File: config.mk
export PLATFORM = sky130hd
export DESIGN_NAME = iterative_mdu
export DESIGN_NICKNAME = d
export VERILOG_FILES = /design/src/rtl/iterative_mdu.sv
export SDC_FILE = /design/constraint.sdc
export NUM_CORES = 1
export LEC_CHECK = 0
export ABC_CLOCK_PERIOD_IN_PS = 4780
export BUFFER_PORTS_ARGS = -buffer_cell sky130_fd_sc_hd__buf_2
export CAP_MARGIN = 0
export CORE_MARGIN = 3
export CORE_UTILIZATION = 59
export DETAILED_ROUTE_END_ITERATION = 10
export PLACE_DENSITY_LB_ADDON = 0.15
export SLEW_MARGIN = 20
export SYNTH_ARGS = -nofsm -noshare
export SYNTH_HDL_FRONTEND = slang
export SYNTH_SLANG_ARGS = --single-unit
File: constraint.sdc
create_clock -name clock_in -period 4.78 [get_ports clock_in]
set_input_delay 0.478 -clock clock_in [delete_from_list [all_inputs] [get_ports clock_in]]
set_output_delay 0.478 -clock clock_in [all_outputs]
set_load 0.1 [all_outputs]
File: src/rtl/iterative_mdu.sv
// Iterative RV32M/RV64M multiply-divide unit.
// Radix-2 shift-add multiply and restoring divide, one bit per clock, with a
// valid/ready handshake on both sides. Divide-by-zero and signed overflow
// bypass the iteration loop.
// Optional feature: define MDU_REUSE_EN to keep the last divide result in a
// tag so that a matching DIV/REM (or DIVU/REMU) pair skips the iteration loop.
module iterative_mdu #(
  parameter int XLEN = 32
) (
  input  logic            clock_in,
  input  logic            reset_in,
  input  logic            valid_in,
  output logic            ready_out,
  input  logic [XLEN-1:0] a_data_in,
  input  logic [XLEN-1:0] b_data_in,
  input  logic [2:0]      uop_in,
  output logic            valid_out,
  input  logic            ready_in,
  output logic [XLEN-1:0] result_out
);

  localparam int CW = $clog2(XLEN);
  localparam logic [CW-1:0]   LAST    = CW'(XLEN - 1);
  localparam logic [XLEN-1:0] MIN_NEG = {1'b1, {(XLEN-1){1'b0}}};

  typedef enum logic [1:0] {IDLE, BUSY, DONE} state_t;

  state_t              state_q, state_d;
  logic [2*XLEN-1:0]   acc_q;
  logic [XLEN-1:0]     b_mag_q;
  logic [XLEN-1:0]     result_q;
  logic [2:0]          uop_q;
  logic                neg_q;
  logic                valid_q;
  logic [CW-1:0]       count_q;

  // Operand decode at the acceptance edge: signedness, magnitudes, bypasses.
  logic            signed_a, signed_b, sa, sb, neg_in;
  logic [XLEN-1:0] a_mag, b_mag;
  logic            div_by_zero, div_ovf, special, reuse_hit;
  logic [2*XLEN-1:0] reuse_acc;

  assign signed_a    = (uop_in != 3'd3) && !(uop_in[2] && uop_in[0]);
  assign signed_b    = (uop_in != 3'd2) && (uop_in != 3'd3) && !(uop_in[2] && uop_in[0]);
  assign sa          = signed_a & a_data_in[XLEN-1];
  assign sb          = signed_b & b_data_in[XLEN-1];
  assign a_mag       = sa ? -a_data_in : a_data_in;
  assign b_mag       = sb ? -b_data_in : b_data_in;
  // Remainder takes the dividend's sign; products and quotients take sa^sb.
  assign neg_in      = (uop_in[2] && uop_in[1]) ? sa : (sa ^ sb);
  assign div_by_zero = uop_in[2] && (b_data_in == '0);
  assign div_ovf     = uop_in[2] && !uop_in[0] && (a_data_in == MIN_NEG) && (b_data_in == '1);
  assign special     = div_by_zero | div_ovf;

`ifdef MDU_REUSE_EN
  logic            tag_valid_q, tag_signed_q;
  logic [XLEN-1:0] tag_a_q, tag_b_q, tag_quo_q, tag_rem_q;
  logic [XLEN-1:0] a_raw_q, b_raw_q;

  assign reuse_hit = uop_in[2] && tag_valid_q && (a_data_in == tag_a_q) &&
                     (b_data_in == tag_b_q) && (tag_signed_q == !uop_in[0]);
  assign reuse_acc = {tag_rem_q, tag_quo_q};
`else
  assign reuse_hit = 1'b0;
  assign reuse_acc = '0;
`endif

  // One iteration step of each algorithm on the {hi, lo} accumulator.
  logic [XLEN:0]     mul_sum, div_trial;
  logic [2*XLEN-1:0] mul_next, div_next;

  assign mul_sum   = {1'b0, acc_q[2*XLEN-1:XLEN]} + (acc_q[0] ? {1'b0, b_mag_q} : '0);
  assign mul_next  = {mul_sum, acc_q[XLEN-1:1]};
  assign div_trial = acc_q[2*XLEN-1:XLEN-1] - {1'b0, b_mag_q};
  assign div_next  = div_trial[XLEN] ? {acc_q[2*XLEN-2:0], 1'b0}
                                     : {div_trial[XLEN-1:0], acc_q[XLEN-2:0], 1'b1};

  // Final sign correction and half selection.
  logic [2*XLEN-1:0] prod;
  logic [XLEN-1:0]   mul_res, div_mag, div_res, fin_res;

  assign prod    = neg_q ? -acc_q : acc_q;
  assign mul_res = (uop_q == 3'd0) ? prod[XLEN-1:0] : prod[2*XLEN-1:XLEN];
  assign div_mag = uop_q[1] ? acc_q[2*XLEN-1:XLEN] : acc_q[XLEN-1:0];
  assign div_res = neg_q ? -div_mag : div_mag;
  assign fin_res = uop_q[2] ? div_res : mul_res;

  assign ready_out  = (state_q == IDLE);
  assign valid_out  = valid_q;
  assign result_out = result_q;

  // State register.
  always_ff @(posedge clock_in) begin
    if (reset_in) state_q <= IDLE;
    else          state_q <= state_d;
  end

  // Next-state logic; bypassed ops go straight to DONE.
  always_comb begin
    state_d = state_q;
    case (state_q)
      IDLE: if (valid_in) state_d = (special || reuse_hit) ? DONE : BUSY;
      BUSY: if (count_q == LAST) state_d = DONE;
      DONE: if (valid_q && ready_in) state_d = IDLE;
      default: state_d = IDLE;
    endcase
  end

  // Datapath: load on accept, iterate in BUSY, publish result on first DONE edge.
  always_ff @(posedge clock_in) begin
    if (reset_in) begin
      acc_q    <= '0;
      b_mag_q  <= '0;
      uop_q    <= '0;
      neg_q    <= 1'b0;
      count_q  <= '0;
      result_q <= '0;
      valid_q  <= 1'b0;
    end else begin
      case (state_q)
        IDLE: if (valid_in) begin
          uop_q   <= uop_in;
          b_mag_q <= b_mag;
          count_q <= '0;
          // Bypass results are preloaded as already-corrected accumulator values.
          if (div_by_zero) begin
            acc_q <= {a_data_in, {XLEN{1'b1}}};
            neg_q <= 1'b0;
          end else if (div_ovf) begin
            acc_q <= {{XLEN{1'b0}}, a_data_in};
            neg_q <= 1'b0;
          end else if (reuse_hit) begin
            acc_q <= reuse_acc;
            neg_q <= neg_in;
          end else begin
            acc_q <= {{XLEN{1'b0}}, a_mag};
            neg_q <= neg_in;
          end
        end
        BUSY: begin
          acc_q   <= uop_q[2] ? div_next : mul_next;
          count_q <= (count_q == LAST) ? '0 : count_q + CW'(1);
        end
        DONE: begin
          if (!valid_q) begin
            result_q <= fin_res;
            valid_q  <= 1'b1;
          end else if (ready_in) begin
            valid_q  <= 1'b0;
          end
        end
        default: ;
      endcase
    end
  end

`ifdef MDU_REUSE_EN
  // Reuse tag: capture raw operands on accept, record each divide that finishes BUSY.
  always_ff @(posedge clock_in) begin
    if (reset_in) begin
      tag_valid_q  <= 1'b0;
      tag_signed_q <= 1'b0;
      tag_a_q      <= '0;
      tag_b_q      <= '0;
      tag_quo_q    <= '0;
      tag_rem_q    <= '0;
      a_raw_q      <= '0;
      b_raw_q      <= '0;
    end else begin
      if (state_q == IDLE && valid_in) begin
        a_raw_q <= a_data_in;
        b_raw_q <= b_data_in;
      end
      if (state_q == BUSY && count_q == LAST && uop_q[2]) begin
        tag_valid_q  <= 1'b1;
        tag_signed_q <= !uop_q[0];
        tag_a_q      <= a_raw_q;
        tag_b_q      <= b_raw_q;
        tag_quo_q    <= div_next[XLEN-1:0];
        tag_rem_q    <= div_next[2*XLEN-1:XLEN];
      end
    end
  end
`endif

endmodule

Yosys cells after proc, flatten, opt, wreduce, memory -nomap -nowiden
Cells that the tools add are included.
{"block": "word_totals", "output_inout_bits": 34, "romBits": 0, "mem_count": 0, "ramBits": 0, "latchBits": 0, "register_bits": 140}
{"block": "op_classes", "magnitude_cmp": 0, "bitwise_logic": 5, "n_div": 0, "multipliers": 0, "add_sub_neg": 7, "n_mux": 27, "shifts": 0, "n_eq_ne": 10, "reduce_logical": 20}
{"cell": "2-to-1 mux 64 bit", "count": 5}
{"cell": "2-to-1 mux 32 bit", "count": 8}
{"cell": "one-hot mux 64 bit (2 select lines)", "count": 1}
{"cell": "negator 32 bit", "count": 3}
{"cell": "equality test 32 bit, second input constant", "count": 2}
{"cell": "negator 64 bit", "count": 1}
{"cell": "adder 32 x 32 -> 33 bit", "count": 1}
{"cell": "subtractor 33 x 32 -> 33 bit", "count": 1}
{"cell": "logical NOT 32 bit", "count": 1}
{"cell": "logical AND 1 bit", "count": 10}
{"cell": "2-to-1 mux 5 bit", "count": 2}
{"cell": "one-hot mux 5 bit (2 select lines)", "count": 1}
{"cell": "2-to-1 mux 2 bit", "count": 4}
{"cell": "!= test 2 bit, second input constant", "count": 3}
{"cell": "!= test 3 x 2 -> 1 bit, second input constant", "count": 2}
{"cell": "one-hot mux 2 bit (3 select lines)", "count": 1}
{"cell": "AND reduction 2 bit", "count": 3}
{"cell": "adder 5 x 1 -> 5 bit, second input constant", "count": 1}
{"cell": "equality test 5 bit, second input constant", "count": 1}
{"cell": "2-to-1 mux 1 bit", "count": 5}
{"cell": "logical NOT 3 bit", "count": 1}
{"cell": "AND reduction 3 bit", "count": 1}
{"cell": "bitwise AND 1 bit", "count": 2}
{"cell": "equality test 2 x 1 -> 1 bit, second input constant", "count": 1}
{"cell": "7 further kinds", "count": 8}

Logic depth before layout (Yosys ltp)
Gate-level depths: netlist (run 1).
{"block": "logic_depth", "word_depth": 9, "ltp_mapped": 15, "depth_no_buf": 13}

Worst setup path after synthesis (run 1)
OpenSTA, ideal clock, no wires.
{"block": "synth_path", "path_kind": "register -> register", "startpoint": "reg acc_q[0]", "endpoint": "reg acc_q[62]", "path_stages_with_launch": 15, "path_slack_ns": 1.393, "setup_time_ns": 0.129, "arrival_ns": 3.258, "t_required_ns": 4.651, "cell_sequence": "dfxtp_1 inv_1 clkbuf_1 nor2_1 ha_1 a21o_1 a221oi_1 o21ai_0 a221oi_1 o221a_2 o21ai_0 a221oi_1 xnor2_1 a31oi_1 o211ai_1"}
{"block": "synth_via", "elab_chain_len": 4}
{"element": "start: declaration", "line": "29", "rtl": "logic [2*XLEN-1:0] acc_q;"}
{"element": "start signal: assignment", "line": "127", "rtl": "acc_q <= {a_data_in, {XLEN{1'b1}}};"}
{"element": "start signal: assignment", "line": "130", "rtl": "acc_q <= {{XLEN{1'b0}}, a_data_in};"}
{"element": "start signal: assignment", "line": "133", "rtl": "acc_q <= reuse_acc;"}
{"element": "2-to-1 mux 32 bit", "line": "72", "rtl": "assign mul_sum = {1'b0, acc_q[2*XLEN-1:XLEN]} + (acc_q[0] ? {1'b0, b_mag_q} : '0);"}
{"element": "adder 32 x 32 -> 33 bit", "line": "72"}
{"element": "2-to-1 mux 64 bit", "line": "141", "rtl": "acc_q <= uop_q[2] ? div_next : mul_next;"}
{"element": "one-hot mux 64 bit (2 select lines)", "line": "120", "rtl": "case (state_q)"}
Every way passes these cells.
A chain may end at the register's enable or synchronous reset.

Worst setup path in the final report (run 1)
{"block": "layout_path", "startpoint": "reg acc_q[31]", "endpoint": "reg acc_q[34]"}
{"block": "layout_via", "elab_chain_len": 4}
{"element": "subtractor 33 x 32 -> 33 bit", "line": "74", "rtl": "assign div_trial = acc_q[2*XLEN-1:XLEN-1] - {1'b0, b_mag_q};"}
{"element": "2-to-1 mux 64 bit", "line": "75", "rtl": "assign div_next = div_trial[XLEN] ? {acc_q[2*XLEN-2:0], 1'b0}"}
{"element": "2-to-1 mux 64 bit", "line": "141"}
{"element": "one-hot mux 64 bit (2 select lines)", "line": "120"}
Every way passes these cells.

==> metrics.txt, run 1 <==
number of I/O port buffers=104; RSZ-0062 raised after global routing=false; syn avg cell area=about 7.0 sq um; Rel. slew slack=0.2755; Tightest Hold Check Type=in -> reg; Hold Fails Final Rpt=0; CP startpoint=acc_q[31]$_SDFFE_PP0P_; VDD IR-drop max=0.2192 mV; first-pass GRT wire length=78130 microns; Power Dens Cells=roughly 330 mW/mm^2; pin count of the biggest net entering global routing=92; Die Wd=162.8 microns; DP HPWL=36740 microns; post-CTS setup buffer count=0; FF+latch area=approximately 0.0028 sq mm; setup tns final=0 ns; sequential fraction of the synthesis area=0.1932; Synthesized Nets=2227; I/O pin count=105; share of layout cells above drive strength 1=0.1085; CTS Buf Count=17; Synth area leader=dfxtp_1; vias=16210; area of the core=0.02382 sq mm; clk_skew=0.01790 ns; htree depth=4; Yosys top cell area share=0.1932; Worst Setup Start Kind=flop; row count=56; Crit Path Category=reg -> reg; Clock Latency Late Sink=roughly 0.45 ns; DRC violations left=0; Worst Path Arrival=4.69 ns; post-CTS sizing=0; predominant post-synthesis flop cell=dfxtp_1; Max Slew Vio Count=0; Wirelength per Cell=20.48 microns; Setup violations, final=0; multi-input logic area=between 0.01 and 0.015 sq mm; hold_sp=b_data_in[1]; Hold-fix buffers, CTS=0; worst slack, placed=0.5495 ns; outcome=finished, final reports clean; Synth Register Bits=140; Final nets=2223; Die Y=162.8 microns; Cells after Synth=2083; GRT Util Overall=0.3617; vias in the first global route=14810; number of vias per cell=6.724; RePlAce Congestion=1.006; fmax=231.9 MHz; initial antenna violation count=2; Final WS setup=0.4677 ns; routed wire length=approximately 50000 microns; Fillers=2185; Post-Layout Cell Count=2411; r2r startpoint=acc_q[31]$_SDFFE_PP0P_; synth-to-layout area growth=8.797%; Tcrit/Tclk final=0.9021; min Tclk post-route=4.312 ns; post-route ant nets=0; Max clock buf depth=2; Reg clk slew, reported paths=0.07 ns; Hold Slack=around 0.35 ns; commonest cells after routing, fill and taps aside=207 x nand2_1, 195 x nor2_1, 190 x a21oi_1; top cells by area, synth=dfxtp_1 19%, a21oi_1 6.6%, ha_1 6.1%; First-pass DRT Iterations=5; total global routing overflow=0; Tightest Pin Transition=~1.1 ns; maxcap violations=0; Clock Sinks=between 100 and 150; CTS tree=yes; Async S/R FF share, synth=0; Synth Warn #=0; Die Footprint=0.02650 sq mm; Synth Cell Area=0.01451 sq mm; Cell variety after synth=79; WP data required=5.16 ns; Post-synth EDFFs=0; leading cell type in the layout, fill and taps excluded=nand2_1; diode count=0; Starting Density=0.6089; CTS root buf=clkbuf_16; largest fanout on the critical path=14; dpl cells=~2400; Leak Pwr=0.006159 uW; crit end category=flop; initial DRC count=1822
## flip-flops by register name, summed over array words and instances, names as in the netlist
name        flops
valid_out       1
result_out     32
acc_q          64
uop_q           3
state_q         2
count_q         5
b_mag_q        32
neg_q           1
## area by class of cell
class                           count  share of cell area
Sequential cell                   140              0.1780
Multi-Input combinational cell   1714              0.6884
Timing Repair Buffer              146             0.05312
Clock buffer                       18             0.02719
Clock inverter                     14             0.01379
Inverter                           60             0.01427
Tap cell                          319             0.02529
## synth_stat cells (15+ instances only)
cell         n
nand2_1    207
nor2_1     195
a21oi_1    190
o21ai_0    146
dfxtp_1    140
clkbuf_1   131
nor3_1     104
xor2_1      86
xnor2_1     72
ha_1        71
nand3_1     62
inv_1       59
a211oi_1    56
mux2i_1     51
a31oi_1     46
a21o_1      40
buf_1       27
nand4_1     27
o31ai_1     26
or3_1       24
o41ai_1     20
or4_1       20
nand2b_1    19
nor2b_1     19
a2111oi_0   18
and3_1      17
a311oi_1    15
mux2_2      15
nor4_1      15
o211ai_1    15
## per-layer routing
metal	global-route usage	up-vias	part of all wire	wire, microns
met4	0.1626	2	0.047	2297
met1	0.4773	7494	0.41	20330
met5	0	-	0.00026	13
met2	0.5885	888	0.46	22550
li1	-	7652	-	-
met3	0.04908	175	0.084	4169
## stage by stage
step	power, uW	utilization	cell area (sq um)
floorplan	3021	-	14510
global placement	3559	0.6353	15140
detailed placement	3587	0.6353	15140
CTS	5085	0.6625	15780
global route	5400	0.6625	15780
finish	5154	0.6625	15780
## worst max-delay path: stages, from the launching register on
cell and delay [ns]:
dfxtp_1 0.37, inv_1 0.15, ha_1 0.22, fa_1 0.21, nand2b_1 0.17, a21oi_1 0.11
o41ai_1 0.63, o21ai_0 0.30, o21ai_0 0.47, o21ai_0 0.32, xnor2_2 0.58, buf_4 0.33
nand2_1 0.08, a31oi_1 0.18, o21a_1 0.12
## report_power, final
part / internal, uW / switching [uW]
Clock: 930 / 588
Sequential: 1270 / 201
Combinational: 787 / 1380
Total: 2990 / 2170
## final timing paths
check                        endpoint  slack [ns]  cells after the start
max            acc_q[34]$_SDFFE_PP0P_        0.47                     14
min           b_mag_q[1]$_SDFFE_PP0P_        0.35                      3
max reg2reg    acc_q[34]$_SDFFE_PP0P_        0.47                     14
min reg2reg  b_mag_q[15]$_SDFFE_PP0P_        0.45                      2
## kinds of logic after synthesis
group / Yosys count / share of synthesized area
AO/OA/AOI/OAI: 667 / 0.2922
XOR/XNOR: 158 / 0.09539
adder cells (fa/ha/maj): 73 / 0.06400
buffers and inverters: 229 / 0.06081
flip-flops: 140 / 0.1932
multiplexers: 66 / 0.04683
AND/OR/NAND/NOR: 750 / 0.2475
Power figures use the tool's default switching activity.
==> run 2, diff against run 1 <==
--- a/config.mk
+++ b/config.mk
@@ -11,7 +11,8 @@
 export CORE_MARGIN = 3
 export CORE_UTILIZATION = 59
 export DETAILED_ROUTE_END_ITERATION = 10
-export PLACE_DENSITY_LB_ADDON = 0.15
+export MAX_ROUTING_LAYER = met4
+export PLACE_DENSITY = 0.78
 export SLEW_MARGIN = 20
 export SYNTH_ARGS = -nofsm -noshare
 export SYNTH_HDL_FRONTEND = slang
==> run 2 against run 1 <==
Routed wire length increased by 1.1%. Worst hold slack worse by 0.013 ns. Core utilization decreased by 0.10 points. Sequential power about the same. Critical path depth is 2 lower.
==> metrics.txt, run 2 (synthesis gave the netlist of run 1 again) <==
Crit Path Category=reg -> reg (unchanged); CP Capture Point=acc_q[45]$_SDFFE_PP0P_ (was acc_q[34]$_SDFFE_PP0P_); worst slack, placed=0.5585 ns (was 0.5495 ns); Placement Cell Area=0.01514 sq mm (about the same); share of layout cells above drive strength 1=0.1081 (was 0.1085); Die Wd=162.8 microns (unchanged); total global routing overflow=0 (unchanged); logic gate share of total power=0.431 (was 0.420); post-CTS sizing=0 (unchanged); Rel. slew slack=0.2766 (was 0.2755); DP HPWL=36590 microns (was 36740 microns); number of I/O port buffers=104 (unchanged); FF-to-FF End=acc_q[45]$_SDFFE_PP0P_ (was acc_q[34]$_SDFFE_PP0P_); Setup violations, final=0 (unchanged); vias=16180 (was 16210); Post-Layout Cell Count=2410 (was 2411); CTS tree=yes (unchanged); maxcap violations=0 (unchanged); Sw Share=0.4285 (was 0.4208); RSZ-0062 raised after global routing=false (unchanged); switching power=2188 uW (was 2169 uW); post-route ant nets=0 (unchanged); routed wire length=49900 microns (was 49370 microns); Leak Pwr=0.006139 uW (was 0.006159 uW); setup tns final=0 ns (unchanged); Hold-fix buffers, CTS=0 (unchanged); WP data required=5.09 ns (was 5.16 ns); DRC violations left=0 (unchanged); Tightest Hold Check Type=in -> reg (unchanged); Worst Path Arrival=4.62 ns (was 4.69 ns); fmax=231.7 MHz (was 231.9 MHz); initial antenna violation count=0 (was 2); FF-to-FF path depth=12 (was 14); Reg power frac=0.286 (was 0.285); crit end category=flop (unchanged); Clock Sinks=140 (unchanged); initial DRC count=1895 (was 1822); synth-to-layout area growth=8.625% (was 8.797%); GRT Util Overall=0.3738 (was 0.3617); Top reg by flops=acc_q (unchanged); CTS Buf Count=17 (unchanged); Clock Latency Late Sink=0.45 ns (about the same); row count=56 (unchanged); min Tclk post-route=4.317 ns (was 4.312 ns); First-pass DRT Iterations=7 (was 5); first-pass GRT wire length=77890 microns (was 78130 microns); clk_skew=0.01773 ns (was 0.01790 ns); RePlAce Congestion=1.019 (was 1.006); Internal=2919 uW (was 2985 uW); leading cell type in the layout, fill and taps excluded=nand2_1 (unchanged); area of the core=0.02382 sq mm (unchanged); Final WS setup=0.4635 ns (was 0.4677 ns); max reg flops=64 (unchanged); CTS root buf=clkbuf_16 (unchanged); Max Slew Vio Count=0 (unchanged); pin count of the biggest net entering global routing=113 (was 92); Final Cell Area=0.01576 sq mm (was 0.01578 sq mm); post-CTS setup buffer count=0 (unchanged); Reg clk slew, reported paths=0.07 ns (about the same); I/O pin count=105 (unchanged); commonest cells after routing, fill and taps aside=207 x nand2_1, 195 x nor2_1, 190 x a21oi_1 (unchanged); Tcrit/Tclk final=0.9030 (was 0.9021); largest fanout on the critical path=12 (was 14); Max clock buf depth=2 (unchanged); Die Y=162.8 microns (unchanged); VDD IR-drop max=0.2132 mV (was 0.2192 mV); Clk pwr share=0.283 (was 0.294); outcome=finished, final reports clean (unchanged); htree depth=4 (unchanged); Hold Fails Final Rpt=0 (unchanged); Power Dens Cells=324.1 mW/mm^2 (was 326.6 mW/mm^2); CP startpoint=acc_q[33]$_SDFFE_PP0P_ (was acc_q[31]$_SDFFE_PP0P_); vias in the first global route=14950 (was 14810); diode count=0 (unchanged); Starting Density=0.6089 (unchanged); Tightest Pin Transition=1.081 ns (was 1.083 ns); Wirelength per Cell=20.71 microns (was 20.48 microns); number of vias per cell=6.714 (was 6.724); reg-to-reg slack, setup=0.46 ns (was 0.47 ns); Final nets=2222 (was 2223); dpl cells=2378 (was 2379); Worst Setup Start Kind=flop (unchanged); r2r startpoint=acc_q[33]$_SDFFE_PP0P_ (was acc_q[31]$_SDFFE_PP0P_); Fillers=2232 (was 2185); Die Footprint=0.02650 sq mm (unchanged)
[run 2: cell types whose count changed in the layout (fill, tap and decap cells not counted), moves of 2 or more]
| cell | previous run | this run |
|---|---|---|
| buf_4 | 43 | 41 |
| bufinv_16 | 5 | 3 |
| clkbuf_8 | 0 | 2 |
| clkinv_2 | 3 | 1 |
| clkinvlp_4 | 0 | 2 |
[run 2: routing by layer]
metal	global-route usage	vias up	wire, microns
met2	0.6017	913	22880
met5	-	-	0
met4	0.1642	0	2358
met1	0.4680	7413	20410
li1	-	7670	-
met3	0.05239	184	4255
[run 2: critical path, cell delays in order (launching register included)]
cell and delay (ns):
dfxtp_1 0.61, ha_1 0.36, nand2b_1 0.15, a21oi_1 0.11
o41ai_1 0.64, o21ai_0 0.32, o21ai_0 0.40, o21ai_0 0.17
buf_4 0.18, xor2_2 0.48, mux2_2 0.26, a21oi_1 0.05
a2111oi_0 0.43
[run 2: cell type report]
class | instances | area, sq um | area share
multi-input combinational | 1714 | 10860 | 0.6895
timing repair buffer | 145 | 843.3 | 0.05352
clock inverter | 12 | 160.2 | 0.01016
sequential | 140 | 2809 | 0.1783
clock buffer | 20 | 456.7 | 0.02898
tap | 319 | 399.1 | 0.02533
inverter | 60 | 225.2 | 0.01429
[run 2: worst min-delay path by stage]
stage	from	to	slack [ns]	depth (start not counted)
after global placement	result_out[21]$_SDFFE_PP0P_	result_out[21]$_SDFFE_PP0P_	0.43	1
final	ready_in	valid_out$_SDFFE_PP0N_	0.34	4
after floorplan	b_mag_q[15]$_SDFFE_PP0P_	b_mag_q[15]$_SDFFE_PP0P_	0.43	2
after CTS	ready_in	valid_out$_SDFFE_PP0N_	0.34	4
after global routing	uop_in[0]	uop_q[0]$_SDFFE_PP0P_	0.36	3
after detailed placement	result_out[21]$_SDFFE_PP0P_	result_out[21]$_SDFFE_PP0P_	0.44	1
[run 2: metrics by stage]
| stage | hold slack, ns | util | total power, uW |
|---|---|---|---|
| floorplan | 0.4319 | - | 3021 |
| global placement | 0.4284 | 0.6356 | 3587 |
| detailed placement | 0.4400 | 0.6356 | 3615 |
| CTS | 0.3379 | 0.6615 | 5035 |
| global route | 0.3600 | 0.6615 | 5362 |
| finish | 0.3395 | 0.6615 | 5107 |
[run 2: power groups by stage]
stage / clock (uW) / sequential [uW] / combinational (uW)
global placement: 0 / 1470 / 2110
floorplan: 0 / 1420 / 1600
CTS: 1430 / 1450 / 2150
detailed placement: 0 / 1480 / 2140
global route: 1490 / 1470 / 2400
finish: 1440 / 1460 / 2200
